==> config.mk <==
export PLATFORM = sky130hd
export DESIGN_NAME = rx_audio_frame_unpack_flat
export DESIGN_NICKNAME = d
export VERILOG_FILES = /design/src/rtl/rx_audio_frame_unpack_if.sv /design/src/rtl/rx_audio_frame_unpack.sv /design/src/flat_wrapper.sv
export SDC_FILE = /design/constraint.sdc
export NUM_CORES = 1
export LEC_CHECK = 0
export ABC_CLOCK_PERIOD_IN_PS = 20500
export BUFFER_PORTS_ARGS = -buffer_cell sky130_fd_sc_hd__buf_2
export CAP_MARGIN = 15
export CELL_PAD_IN_SITES_DETAIL_PLACEMENT = 1
export CELL_PAD_IN_SITES_GLOBAL_PLACEMENT = 2
export CORE_ASPECT_RATIO = 0.7
export CORE_MARGIN = 8
export CORE_UTILIZATION = 38
export CTS_CLUSTER_DIAMETER = 120
export CTS_CLUSTER_SIZE = 40
export DETAILED_ROUTE_END_ITERATION = 10
export GPL_ROUTABILITY_DRIVEN = 0
export GPL_TIMING_DRIVEN = 1
export PLACE_DENSITY = 0.87
export SLEW_MARGIN = 15
export SYNTH_ARGS = -nofsm -noshare
export SYNTH_HDL_FRONTEND = slang
export SYNTH_SLANG_ARGS = --single-unit
==> constraint.sdc <==
create_clock -name cpu_clk -period 20.5 [get_ports cpu_clk]
set_input_delay 2.05 -clock cpu_clk [delete_from_list [all_inputs] [get_ports cpu_clk]]
set_output_delay 2.05 -clock cpu_clk [all_outputs]
set_load 0.02 [all_outputs]
==> src/rtl/rx_audio_frame_unpack_if.sv <==
// Stream-side bundle for rx_audio_frame_unpack: 16-bit word input and
// reassembled I/Q sample output, each with a valid/ready handshake.
interface rx_audio_frame_unpack_if #(
  parameter int NCH_MAX = 8
);
  localparam int CHW = (NCH_MAX > 1) ? $clog2(NCH_MAX) : 1;

  logic            in_valid;
  logic [15:0]     in_data;
  logic            in_ready;
  logic            samp_valid;
  logic            samp_ready;
  logic [CHW-1:0]  samp_ch;
  logic [15:0]     samp_idx;
  logic [23:0]     samp_i;
  logic [23:0]     samp_q;

  // Producer of words / consumer of samples
  modport master (
    output in_valid, in_data, samp_ready,
    input  in_ready, samp_valid, samp_ch, samp_idx, samp_i, samp_q
  );

  // The unpacker itself
  modport slave (
    input  in_valid, in_data, samp_ready,
    output in_ready, samp_valid, samp_ch, samp_idx, samp_i, samp_q
  );
endinterface

==> src/rtl/rx_audio_frame_unpack.sv <==
// Decodes one interleaved rx audio buffer frame per pass: I/Q triplets per
// sample/channel, a 48-bit ticks timestamp, then a buffer counter word whose
// continuity is checked against the previous frame.
module rx_audio_frame_unpack #(
  parameter int NCH_MAX = 8
) (
  input  logic                      cpu_clk,
  input  logic                      reset,
  input  logic                      reset_bufs,
  input  logic [15:0]               nrx_samps,
  input  logic [3:0]                nrx_chans,
  rx_audio_frame_unpack_if.slave    s,
  output logic [47:0]               ticks,
  output logic                      ticks_valid,
  output logic [15:0]               buf_ctr,
  output logic                      frame_done,
  output logic                      seq_err,
  output logic                      seq_err_pulse
);

  localparam int CHW = (NCH_MAX > 1) ? $clog2(NCH_MAX) : 1;
  localparam logic [3:0] NCH_MAX4 = 4'(NCH_MAX);

  typedef enum logic [2:0] {
    S_W0, S_W1, S_W2, S_T0, S_T1, S_T2, S_CTR
  } state_t;

  state_t          r_state;
  state_t          w_cur_state;
  state_t          w_nxt_state;

  logic            r_first;
  logic [15:0]     r_nsamps;
  logic [CHW-1:0]  r_ch_last;
  logic [CHW-1:0]  r_ch;
  logic [15:0]     r_idx;

  logic [15:0]     r_w0;
  logic [15:0]     r_w1;
  logic [15:0]     r_t0;
  logic [15:0]     r_t1;

  logic            r_samp_valid;
  logic [CHW-1:0]  r_samp_ch;
  logic [15:0]     r_samp_idx;
  logic [23:0]     r_samp_i;
  logic [23:0]     r_samp_q;

  logic [47:0]     r_ticks;
  logic            r_ticks_valid;
  logic [15:0]     r_buf_ctr;
  logic            r_frame_done;
  logic            r_seq_err;
  logic            r_seq_err_pulse;
  logic            r_primed;

  logic [3:0]      w_nch_eff;
  logic [CHW-1:0]  w_ch_last_live;
  logic            w_last_samp;
  logic            w_ctr_gap;
  logic            w_in_ready;
  logic            w_acc;
  logic            w_ld_w0;
  logic            w_ld_w1;
  logic            w_ld_w2;
  logic            w_ld_t0;
  logic            w_ld_t1;
  logic            w_ld_t2;
  logic            w_ld_ctr;

  // Channel count as used by the frame: 0 means 1, clamped to NCH_MAX
  always_comb begin
    w_nch_eff = nrx_chans;
    if (nrx_chans == '0)
      w_nch_eff = 4'd1;
    else if (nrx_chans > NCH_MAX4)
      w_nch_eff = NCH_MAX4;
  end

  assign w_ch_last_live = CHW'(w_nch_eff - 4'd1);

  // While a frame start is pending, the word is decoded against the live
  // nrx_samps, which is the value captured by that same word.
  assign w_cur_state = r_first ? ((nrx_samps == '0) ? S_T0 : S_W0) : r_state;

  assign w_last_samp = (r_ch == r_ch_last) && (r_idx == r_nsamps - 16'd1);
  assign w_ctr_gap   = (s.in_data != r_buf_ctr + 16'd1);

  // State register
  always_ff @(posedge cpu_clk or posedge reset) begin
    if (reset)
      r_state <= S_W0;
    else if (reset_bufs)
      r_state <= S_W0;
    else
      r_state <= w_nxt_state;
  end

  // Next-state decode; advances only on an accepted word
  always_comb begin
    w_nxt_state = w_cur_state;
    if (w_acc) begin
      case (w_cur_state)
        S_W0:    w_nxt_state = S_W1;
        S_W1:    w_nxt_state = S_W2;
        S_W2:    w_nxt_state = w_last_samp ? S_T0 : S_W0;
        S_T0:    w_nxt_state = S_T1;
        S_T1:    w_nxt_state = S_T2;
        S_T2:    w_nxt_state = S_CTR;
        S_CTR:   w_nxt_state = (nrx_samps == '0) ? S_T0 : S_W0;
        default: w_nxt_state = S_W0;
      endcase
    end
  end

  // Handshake and per-word load strobes
  always_comb begin
    w_in_ready = !r_samp_valid || s.samp_ready;
    w_acc      = s.in_valid && w_in_ready && !reset_bufs;
    w_ld_w0    = w_acc && (w_cur_state == S_W0);
    w_ld_w1    = w_acc && (w_cur_state == S_W1);
    w_ld_w2    = w_acc && (w_cur_state == S_W2);
    w_ld_t0    = w_acc && (w_cur_state == S_T0);
    w_ld_t1    = w_acc && (w_cur_state == S_T1);
    w_ld_t2    = w_acc && (w_cur_state == S_T2);
    w_ld_ctr   = w_acc && (w_cur_state == S_CTR);
  end

  // Frame geometry capture and channel/sample position counters
  always_ff @(posedge cpu_clk or posedge reset) begin
    if (reset) begin
      r_first   <= 1'b1;
      r_nsamps  <= '0;
      r_ch_last <= '0;
      r_ch      <= '0;
      r_idx     <= '0;
    end else if (reset_bufs) begin
      r_first   <= 1'b1;
      r_nsamps  <= '0;
      r_ch_last <= '0;
      r_ch      <= '0;
      r_idx     <= '0;
    end else if (w_acc) begin
      if (r_first) begin
        r_first   <= 1'b0;
        r_nsamps  <= nrx_samps;
        r_ch_last <= w_ch_last_live;
      end
      if (w_ld_w2) begin
        if (r_ch == r_ch_last) begin
          r_ch  <= '0;
          r_idx <= r_idx + 16'd1;
        end else begin
          r_ch  <= r_ch + 1'b1;
        end
      end
      if (w_ld_ctr) begin
        r_first <= 1'b1;
        r_ch    <= '0;
        r_idx   <= '0;
      end
    end
  end

  // Hold the low halves of I/Q and the low ticks words until completed
  always_ff @(posedge cpu_clk or posedge reset) begin
    if (reset) begin
      r_w0 <= '0;
      r_w1 <= '0;
      r_t0 <= '0;
      r_t1 <= '0;
    end else if (reset_bufs) begin
      r_w0 <= '0;
      r_w1 <= '0;
      r_t0 <= '0;
      r_t1 <= '0;
    end else begin
      if (w_ld_w0) r_w0 <= s.in_data;
      if (w_ld_w1) r_w1 <= s.in_data;
      if (w_ld_t0) r_t0 <= s.in_data;
      if (w_ld_t1) r_t1 <= s.in_data;
    end
  end

  // Sample output register with valid/ready hold
  always_ff @(posedge cpu_clk or posedge reset) begin
    if (reset) begin
      r_samp_valid <= 1'b0;
      r_samp_ch    <= '0;
      r_samp_idx   <= '0;
      r_samp_i     <= '0;
      r_samp_q     <= '0;
    end else if (reset_bufs) begin
      r_samp_valid <= 1'b0;
      r_samp_ch    <= '0;
      r_samp_idx   <= '0;
      r_samp_i     <= '0;
      r_samp_q     <= '0;
    end else if (w_ld_w2) begin
      r_samp_valid <= 1'b1;
      r_samp_ch    <= r_ch;
      r_samp_idx   <= r_idx;
      r_samp_i     <= {s.in_data[15:8], r_w0};
      r_samp_q     <= {s.in_data[7:0],  r_w1};
    end else if (s.samp_ready) begin
      r_samp_valid <= 1'b0;
    end
  end

  // Timestamp assembly
  always_ff @(posedge cpu_clk or posedge reset) begin
    if (reset) begin
      r_ticks       <= '0;
      r_ticks_valid <= 1'b0;
    end else if (reset_bufs) begin
      r_ticks       <= '0;
      r_ticks_valid <= 1'b0;
    end else begin
      r_ticks_valid <= w_ld_t2;
      if (w_ld_t2)
        r_ticks <= {s.in_data, r_t1, r_t0};
    end
  end

  // Buffer counter continuity; the first counter after a clear only primes
  always_ff @(posedge cpu_clk or posedge reset) begin
    if (reset) begin
      r_buf_ctr       <= '0;
      r_frame_done    <= 1'b0;
      r_seq_err       <= 1'b0;
      r_seq_err_pulse <= 1'b0;
      r_primed        <= 1'b0;
    end else if (reset_bufs) begin
      r_buf_ctr       <= '0;
      r_frame_done    <= 1'b0;
      r_seq_err       <= 1'b0;
      r_seq_err_pulse <= 1'b0;
      r_primed        <= 1'b0;
    end else begin
      r_frame_done    <= w_ld_ctr;
      r_seq_err_pulse <= w_ld_ctr && r_primed && w_ctr_gap;
      if (w_ld_ctr) begin
        r_buf_ctr <= s.in_data;
        r_primed  <= 1'b1;
        if (r_primed && w_ctr_gap)
          r_seq_err <= 1'b1;
      end
    end
  end

  assign s.in_ready    = w_in_ready;
  assign s.samp_valid  = r_samp_valid;
  assign s.samp_ch     = r_samp_ch;
  assign s.samp_idx    = r_samp_idx;
  assign s.samp_i      = r_samp_i;
  assign s.samp_q      = r_samp_q;
  assign ticks         = r_ticks;
  assign ticks_valid   = r_ticks_valid;
  assign buf_ctr       = r_buf_ctr;
  assign frame_done    = r_frame_done;
  assign seq_err       = r_seq_err;
  assign seq_err_pulse = r_seq_err_pulse;

endmodule

==> src/flat_wrapper.sv <==
// flat-port wrapper written by rule: the top's interface ports become plain ports
module rx_audio_frame_unpack_flat 
#(
  parameter int NCH_MAX = 8
)
  (cpu_clk, reset, reset_bufs, nrx_samps, nrx_chans, ticks, ticks_valid, buf_ctr, frame_done, seq_err, seq_err_pulse, s_in_valid, s_in_data, s_samp_ready, s_in_ready, s_samp_valid, s_samp_ch, s_samp_idx, s_samp_i, s_samp_q);
  rx_audio_frame_unpack_if #(.NCH_MAX(NCH_MAX)) s_i ();
  input  logic cpu_clk;
  input  logic reset;
  input  logic reset_bufs;
  input  logic [15:0] nrx_samps;
  input  logic [3:0] nrx_chans;
  output logic [47:0] ticks;
  output logic ticks_valid;
  output logic [15:0] buf_ctr;
  output logic frame_done;
  output logic seq_err;
  output logic seq_err_pulse;
  input wire logic [$bits(s_i.in_valid)-1:0] s_in_valid;
  input wire logic [$bits(s_i.in_data)-1:0] s_in_data;
  input wire logic [$bits(s_i.samp_ready)-1:0] s_samp_ready;
  output wire logic [$bits(s_i.in_ready)-1:0] s_in_ready;
  output wire logic [$bits(s_i.samp_valid)-1:0] s_samp_valid;
  output wire logic [$bits(s_i.samp_ch)-1:0] s_samp_ch;
  output wire logic [$bits(s_i.samp_idx)-1:0] s_samp_idx;
  output wire logic [$bits(s_i.samp_i)-1:0] s_samp_i;
  output wire logic [$bits(s_i.samp_q)-1:0] s_samp_q;
  assign s_i.in_valid = s_in_valid;
  assign s_i.in_data = s_in_data;
  assign s_i.samp_ready = s_samp_ready;
  assign s_in_ready = s_i.in_ready;
  assign s_samp_valid = s_i.samp_valid;
  assign s_samp_ch = s_i.samp_ch;
  assign s_samp_idx = s_i.samp_idx;
  assign s_samp_i = s_i.samp_i;
  assign s_samp_q = s_i.samp_q;
  rx_audio_frame_unpack #(.NCH_MAX(NCH_MAX)) u_core (.cpu_clk(cpu_clk), .reset(reset), .reset_bufs(reset_bufs), .nrx_samps(nrx_samps), .nrx_chans(nrx_chans), .s(s_i), .ticks(ticks), .ticks_valid(ticks_valid), .buf_ctr(buf_ctr), .frame_done(frame_done), .seq_err(seq_err), .seq_err_pulse(seq_err_pulse));
endmodule
==> results of run 1 <==
-- final timing paths --
| kind | slack (ns) | cells past startpoint | endpoint |
|---|---|---|---|
| setup / recovery | 15.80 | 3 | s_in_ready |
| hold / removal | 0.49 | 2 | u_core.ticks[1] |
| setup reg to reg | 17.60 | 9 | u_core.ticks[5] |
| hold reg to reg | 0.49 | 2 | u_core.ticks[1] |
| max in group asynchronous | 17.36 | 3 | u_core.buf_ctr[6] |
| min in group asynchronous | 1.72 | 2 | u_core.ticks[0] |
-- report_power, final --
part           internal, W  switching [W]
sequential        0.000485     0.00000893
combinational    0.0000231      0.0000500
clock             0.000103       0.000161
total             0.000612       0.000220
-- sequential cells by signal (all words and copies together), names as in the netlist, 16 cells and up --
| signal | cells |
|---|---|
| u_core.r_t0 | 16 |
| u_core.s.samp_i | 24 |
| u_core.s.samp_idx | 16 |
| u_core.ticks | 48 |
| u_core.r_w0 | 16 |
| u_core.s.samp_q | 24 |
| u_core.r_nsamps | 16 |
| u_core.buf_ctr | 16 |
| u_core.r_t1 | 16 |
| u_core.r_idx | 16 |
| u_core.r_w1 | 16 |
-- critical path, cell delays in order --
cell	delay, ns
buf_2	0.09
nand2b_1	0.27
buf_2	0.24
-- logic make-up (layout without fill, tap and decap cells) --
logic type,Yosys count,count (layout),share of synthesized area
flops,243,243,0.546
fa+ha+maj,6,6,0.00651
simple gates,538,538,0.212
xor+xnor,56,56,0.0440
buf+inv,102,215,0.0389
mux,66,66,0.0593
compound gates,170,170,0.0933
-- placed cells by master (no fill, tap or decap), types with 3 or more instances in the layout --
cell       count
nand2b_1       6
inv_1         10
and4_1         5
a31oi_1       11
mux2i_1       66
nor4_2         3
nand3_1       67
nand4_1       13
buf_4         12
and3_1         6
dfrtp_1      242
or3_1          6
xor2_1        27
nor2b_1        4
o21ai_0       71
nor4b_1        3
a21oi_1       36
buf_2        176
xnor2_1       29
nand2_1      293
nor3_1        10
clkbuf_16     11
nor2_1        98
o211ai_1       4
a21o_1         3
nor4_1         9
a211oi_1       3
ha_1           5
o31ai_1        4
a22o_1        18
-- per-stage QoR --
step	setup slack (ns)	area (sq um)	util
floorplan	11.78	11100	-
global placement	15.82	12200	0.424
detailed placement	15.80	12200	0.424
CTS	15.80	12600	0.435
global route	15.77	12600	0.435
finish	15.80	12600	0.435
-- area by class of cell --
cell class              count  area, sq um
fillers                  3342        16300
inverters                  12         55.1
well taps                 378          473
multi-input cells         836         4660
clock buffers              12          279
repair buffers            189          986
flip-flops and latches    243         6080
clock inverters             2         46.3
-- routing by layer --
| layer | vias up | global-route usage | routed length, um |
|---|---|---|---|
| met5 | - | 0 | 0 |
| met3 | 41 | 0.0364 | 2140 |
| met2 | 205 | 0.293 | 15100 |
| met4 | 0 | 0.0439 | 769 |
| li1 | 4195 | - | - |
| met1 | 4581 | 0.301 | 17500 |
==> flow_metrics.tcl, run 1 <==
set metrics [dict create \
    whs_ns 0.488 \
    die_w_um 221 \
    wl_per_cell_um 21.3 \
    die_h_um 159 \
    synthCells 1181 \
    yosysMostFrequentCell "nand2_1" \
    place_inst 1657 \
    synthTopCellsByCount "293 x nand2_1, 242 x dfrtp_1, 98 x nor2_1" \
    place_hpwl_um 24100 \
    grt_usage 0.200 \
    drtIter0Drc 694 \
    max_freq_mhz 213 \
    synth-seq-area-share 0.546 \
    cts_tree "built" \
    worstHoldStart "u_core.r_t0[1]" \
    crit_required_ns 18.45 \
    diodes 0 \
    ios 178 \
    cp_max_fo 6 \
    layout.nets 1338 \
    slew_headroom 0.253 \
    grt_pass1_vias 9204 \
    grt-ovfl-total 0 \
    critical_path_class "primary input to output pin" \
    power_w 0.000831 \
    period_needed_ns 4.70 \
    grt_antenna_before_repair 0 \
    drive_gt1_frac 0.168 \
    portBuffers 177 \
    synth_edf_count 0 \
    htreeDepth 1 \
    areaGrowthSynthToFinish_pct 12.9 \
    grt_start_max_net_pins 124 \
    wirelength_um 35600 \
    synth.avg_cell_area_sq_um 9.43 \
    coreArea_sq_um 28900 \
    clk_pin_slew_ns 0.14 \
    start_util 0.386 \
    endpoint_kind "output pin" \
    status "finished, final reports clean" \
    yosysUniqueCellTypes 61 \
    cp-startpoint "s_samp_ready" \
    clock_sinks 243 \
    first_pass_iters 6 \
    yosysWarnings 0 \
    synth_nets 1227 \
    async_flop_share 1.00 \
    cts_root_buf "clkbuf_16" \
    ant_nets 0 \
    final_hold_viol_count 0 \
    rr_startpoint "u_core.s.samp_valid" \
    synth.area.top_cells "dfrtp_1 54%, nand2_1 9.9%, mux2i_1 5.9%" \
    final_cells 1672 \
    ys_ff_latch 243 \
    worstMarginPinSlew_ns 1.12 \
    clockBufferDepth 3 \
    dieArea_sq_um 35100 \
    grt_pass1_wl_um 55500 \
    clock_skew_ns 0.0322 \
    cts_hold_buf 0 \
    cts_inserted_buffers 10 \
    drv_cap 0 \
    fp-row-count 52 \
    yosysTopAreaCell "dfrtp_1" \
    clk_latency_ns 0.51 \
    power_leakage_nw 6.44 \
    fin_crit_sh 0.229 \
    vias 9022 \
    viasPerCell 5.40 \
    rsz0062_at_grt "false" \
    syn_area_sq_um 11100 \
    slew_violations 0 \
    finalSetupTns_ns 0 \
    worstPathArrival_ns 2.65 \
    synth_flop_cell "dfrtp_1" \
    ir_drop_uv 49.1 \
    worstHoldPathType "register to register" \
    drc_errors 0 \
    cellPowerDensity_nw_per_um2 66.1 \
    critPathLaunchType "primary input" \
    yosysTopAreaCellShare 0.544 \
    cts_setup_buffers 0 \
    cts_resized 0 \
    setup_violations 0 \
]
Power figures use the tool's default switching activity.
==> run 2, diff against run 1 <==
Settings changed: ABC_CLOCK_PERIOD_IN_PS 20500 to 4900, CORE_UTILIZATION 38 to 35, PLACE_DENSITY 0.87 to 0.81.
Clock period 20.5 ns to 4.9 ns, I/O delays scaled along.
==> flow_metrics.tcl, run 2 (same netlist as run 1, synthesis figures left out) <==
set metrics [dict create \
    largest_register_ff_count 48 \
    fin_crit_sh 0.550 \
    clk_pin_slew_ns 0.14 \
    grt_pass1_wl_um 57200 \
    slew_violations 0 \
    rr_endpoint "u_core.ticks[34]" \
    drive_gt1_frac 0.168 \
    final_cell_mix "293 x nand2_1, 242 x dfrtp_1, 176 x buf_2" \
    cts_root_buf "clkbuf_16" \
    die_w_um 229 \
    cts_tree "built" \
    grt_usage 0.190 \
    clockBufferDepth 3 \
    drv_cap 0 \
    wirelength_um 36400 \
    ff2ff_path_depth 8 \
    drtIter0Drc 700 \
    ir_drop_uv 205 \
    areaGrowthSynthToFinish_pct 13.4 \
    start_util 0.357 \
    fp-row-count 54 \
    status "finished, final reports clean" \
    cts_setup_buffers 0 \
    max_freq_mhz 371 \
    pre_cts_slack_ns 1.99 \
    ios 178 \
    drc_errors 0 \
    diodes 0 \
    worstPathArrival_ns 3.14 \
    final_cells 1714 \
    finalSetupTns_ns 0 \
    viasPerCell 5.23 \
    clk_latency_ns 0.51 \
    setup_violations 0 \
    grt_start_max_net_pins 140 \
    first_pass_iters 5 \
    grt_pass1_vias 9334 \
    worstHoldPathType "primary input to async pin" \
    cp_max_fo 25 \
    portBuffers 177 \
    wl_per_cell_um 21.2 \
    cts_hold_buf 0 \
    place_hpwl_um 24900 \
    power_leakage_nw 6.45 \
    final_hold_viol_count 0 \
    htreeDepth 1 \
    critical_path_class "register to register" \
    rr_startpoint "u_core.s.samp_valid" \
    cellPowerDensity_nw_per_um2 276 \
    coreArea_sq_um 31200 \
    grt-ovfl-total 0 \
    slew_headroom 0.235 \
    place_inst 1700 \
    crit_required_ns 5.35 \
    worstMarginPinSlew_ns 1.14 \
    period_needed_ns 2.70 \
    cts_inserted_buffers 10 \
    rrSetupSlack_ns 2.20 \
    critPathLaunchType "register" \
    final.setup.worst_slack_ns 2.20 \
    ant_nets 0 \
    die_h_um 165 \
    layout.nets 1338 \
    clock_sinks 243 \
    cts_resized 0 \
    endpoint_kind "register" \
    rsz0062_at_grt "false" \
    grt_antenna_before_repair 1 \
    dieArea_sq_um 37900 \
    vias 8964 \
    final_common_cell "nand2_1" \
    power_w 0.00349 \
    clock_skew_ns 0.0296 \
]
==> run 2: through the flow <==
step / hold WS, ns / cell area (sq um) / utilization
floorplan: 0.438 / 11100 / -
global placement: 0.451 / 12300 / 0.394
detailed placement: 0.458 / 12300 / 0.394
CTS: 0.0785 / 12600 / 0.405
global route: 0.108 / 12600 / 0.405
finish: 0.0713 / 12600 / 0.405
==> run 2: layout make-up <==
type	instances	area, sq um
clock buffer	11	275
clock inverter	3	45.0
fill	3686	18600
inverter	12	51.3
multi-input combinational	836	4650
sequential	243	6080
tap	420	526
timing repair buffer	189	1000
==> run 2: how the worst max path moves through the flow <==
stage | from | slack [ns] | depth (start not counted) | to
floorplan | reset | 1.22 | 1 | u_core.buf_ctr[0]
detailed placement | reset_bufs | 1.99 | 7 | u_core.s.samp_q[20]
finish | u_core.s.samp_valid | 2.20 | 8 | u_core.ticks[34]
global placement | reset_bufs | 2.03 | 7 | u_core.s.samp_q[20]
CTS | u_core.s.samp_valid | 2.22 | 8 | u_core.ticks[34]
global route | u_core.s.samp_valid | 1.89 | 8 | u_core.ticks[35]
==> run 2: metal layers <==
metal,share of wire,vias to the layer above,GRT usage
met2,0.42,215,0.279
met1,0.51,4543,0.297
met4,0.015,0,0.0286
li1,-,4179,-
met3,0.048,27,0.0268
met5,0,-,0
==> run 2: worst max-delay path, cell delays in order, from the launching register on <==
cell and delay [ns]:
dfrtp_1 0.40, nand2b_1 0.26, nand2_1 0.27, nor2_1 0.31, nand3_2 0.12, inv_1 0.67, buf_4 0.42, nand2_1 0.10
nand2_1 0.09
==> run 2: where the power goes <==
part | internal (W) | leakage, nW | switching (W)
clock network | 0.000430 | 0.157 | 0.000684
registers | 0.00203 | 3.37 | 0.0000368
logic | 0.0000984 | 2.92 | 0.000211
==> run 3, diff against run 2 <==
Settings changed: ABC_AREA set to 1, ABC_CLOCK_PERIOD_IN_PS 4900 to 2700, CORE_UTILIZATION 35 to 34, PLACE_DENSITY 0.81 to 0.82.
Clock period 4.9 ns to 2.7 ns, I/O delays scaled along.
==> flow_metrics.tcl, run 3 <==
set metrics [dict create \
    dieArea_sq_um 38100 \
    syn_area_sq_um 10900 \
    pre_cts_slack_ns 0.416 \
    holdPathStages 3 \
    postPlaceCellArea_sq_um 12200 \
    coreArea_sq_um 31400 \
    place_hpwl_um 25600 \
    ios 178 \
    slew_violations 0 \
    crit_required_ns 3.13 \
    layout.nets 1456 \
    final_common_cell "nand2_1" \
    drive_gt1_frac 0.169 \
    cts_tree "built" \
    setup_violations 0 \
    viasPerCell 5.03 \
    largest_register_ff_count 48 \
    endpoint_kind "register" \
    cts_inserted_buffers 10 \
    drv_cap 0 \
    worstHoldPathType "primary input to register" \
    vias 9221 \
    worstHoldStart "nrx_samps[13]" \
    grt_antenna_before_repair 2 \
    clk_pin_slew_ns 0.15 \
    areaGrowthSynthToFinish_pct 15.5 \
    final_cell_mix "263 x nand2_1, 242 x dfrtp_1, 219 x nand3_1" \
    drc_errors 0 \
    power_w 0.00650 \
    rrSetupSlack_ns 0.36 \
    clk_latency_ns 0.50 \
    num-fill-cells 3795 \
    final_hold_viol_count 0 \
    yosysWarnings 0 \
    drtIter0Drc 676 \
    critical_path_class "register to register" \
    ys_ff_latch 243 \
    async_flop_share 1.00 \
    grt-ovfl-total 0 \
    synthTopCellsByCount "263 x nand2_1, 242 x dfrtp_1, 220 x nand3_1" \
    grt_usage 0.182 \
    wl_per_cell_um 19.4 \
    clockBufferDepth 3 \
    final.setup.worst_slack_ns 0.362 \
    cts_root_buf "clkbuf_16" \
    whs_ns 0.0167 \
    yosysTopAreaCellShare 0.557 \
    finalSetupTns_ns 0 \
    synth_edf_count 0 \
    synth.avg_cell_area_sq_um 8.62 \
    fin_crit_sh 0.866 \
    status "finished, final reports clean" \
    ir_drop_uv 362 \
    max_freq_mhz 428 \
    critPathLaunchType "register" \
    wirelength_um 35500 \
    portBuffers 177 \
    synth_nets 1308 \
    slew_headroom 0.436 \
    grt_pass1_wl_um 56500 \
    start_util 0.347 \
    cp_max_fo 8 \
    ant_nets 0 \
    rr_endpoint "u_core.r_state[0]" \
    htreeDepth 1 \
    yosysTopAreaCell "dfrtp_1" \
    cellPowerDensity_nw_per_um2 518 \
    power_leakage_nw 6.55 \
    yosysMostFrequentCell "nand2_1" \
    synth_flop_cell "dfrtp_1" \
    yosysUniqueCellTypes 34 \
    ff2ff_path_depth 12 \
    grt_start_max_net_pins 166 \
    min_to "u_core.r_nsamps[13]" \
    rr_startpoint "u_core.r_nsamps[0]" \
    rsz0062_at_grt "false" \
    clock_sinks 243 \
    synth.area.top_cells "dfrtp_1 56%, nand3_1 10%, nand2_1 9.1%" \
    period_needed_ns 2.34 \
    die_w_um 230 \
    synth-seq-area-share 0.559 \
    synthCells 1262 \
    fp-row-count 54 \
    final_area_sq_um 12600 \
    clock_skew_ns 0.0269 \
    worstMarginPinSlew_ns 0.846 \
    cts_resized 0 \
    first_pass_iters 5 \
    worstPathArrival_ns 2.77 \
    die_h_um 166 \
    grt_pass1_vias 9558 \
]
[run 3: cell count changes after synthesis, moves of 10 or more]
cell | before | now
nor2_1 | 98 | 64
clkbuf_1 | 56 | 27
a31oi_1 | 11 | 1
nand3_1 | 68 | 220
a21oi_1 | 36 | 18
a22o_1 | 18 | 0
mux2i_1 | 66 | 0
o22ai_1 | 1 | 19
nand2_1 | 293 | 263
xnor2_1 | 29 | 16
inv_1 | 12 | 122
o21ai_0 | 71 | 142
[run 3: cell type report]
class | count | area [sq um] | area share
Sequential cell | 243 | 6080 | 0.484
Multi-Input combinational cell | 825 | 4030 | 0.321
Timing Repair Buffer | 201 | 1110 | 0.0882
Tap cell | 420 | 526 | 0.0418
Inverter | 129 | 490 | 0.0390
Clock buffer | 11 | 275 | 0.0219
Clock inverter | 3 | 45.0 | 0.00359
Antenna cell | 1 | 2.50 | 0.000199
[run 3: worst max-delay path by stage]
stage / startpoint / to / cells after the start
CTS: u_core.r_nsamps[0] / u_core.r_state[0] / 12
finish: u_core.r_nsamps[0] / u_core.r_state[0] / 12
global placement: nrx_samps[15] / u_core.r_t0[4] / 10
detailed placement: nrx_samps[15] / u_core.r_t1[7] / 9
global route: u_core.r_nsamps[0] / u_core.r_state[0] / 12
floorplan: reset / u_core.buf_ctr[0] / 1
[run 3: per-layer routing]
layer / GRT usage / vias up / wire length [um]
met2: 0.273 / 189 / 15200
met1: 0.277 / 4595 / 18300
li1: - / 4409 / -
met5: 0 / - / 0
met3: 0.0258 / 28 / 1410
met4: 0.0324 / 0 / 587
[run 3: cells by family after synthesis]
logic type,synth area share
AND/OR/NAND/NOR,0.241
adder cells (fa/ha/maj),0.00575
buffers and inverters,0.0710
AO/OA/AOI/OAI,0.0894
XOR/XNOR,0.0335
flip-flops,0.559
[run 3: timing repair]
action / in CTS / in global routing
hold endpoints to repair: 11 / 0
hold buffers: 2 / 0
setup buffers: 0 / 0
[run 3: worst max-delay path, cell delays in order (launching register included)]
cell,delay (ns)
dfrtp_1,0.42
inv_1,0.10
ha_1,0.19
nand3_1,0.19
nor2_2,0.35
nand3_1,0.21
o21ai_0,0.24
nand3_1,0.12
nor2_1,0.16
nand3_1,0.14
nand2_1,0.08
nand2_1,0.04
nand2_1,0.05
[run 3: where the power goes]
part | switching, W | total (W) | leakage [nW] | internal (W)
logic | 0.000511 | 0.000711 | 3.04 | 0.000200
registers | 0.0000712 | 0.00379 | 3.35 | 0.00372
clock network | 0.00122 | 0.00200 | 0.156 | 0.000778
total | 0.00180 | 0.00650 | 6.55 | 0.00470
[run 3: through the flow]
step	instances	utilization
CTS	1832	0.401
finish	1833	0.401
floorplan	1262	-
global placement	1816	0.390
global route	1832	0.401
detailed placement	1816	0.390
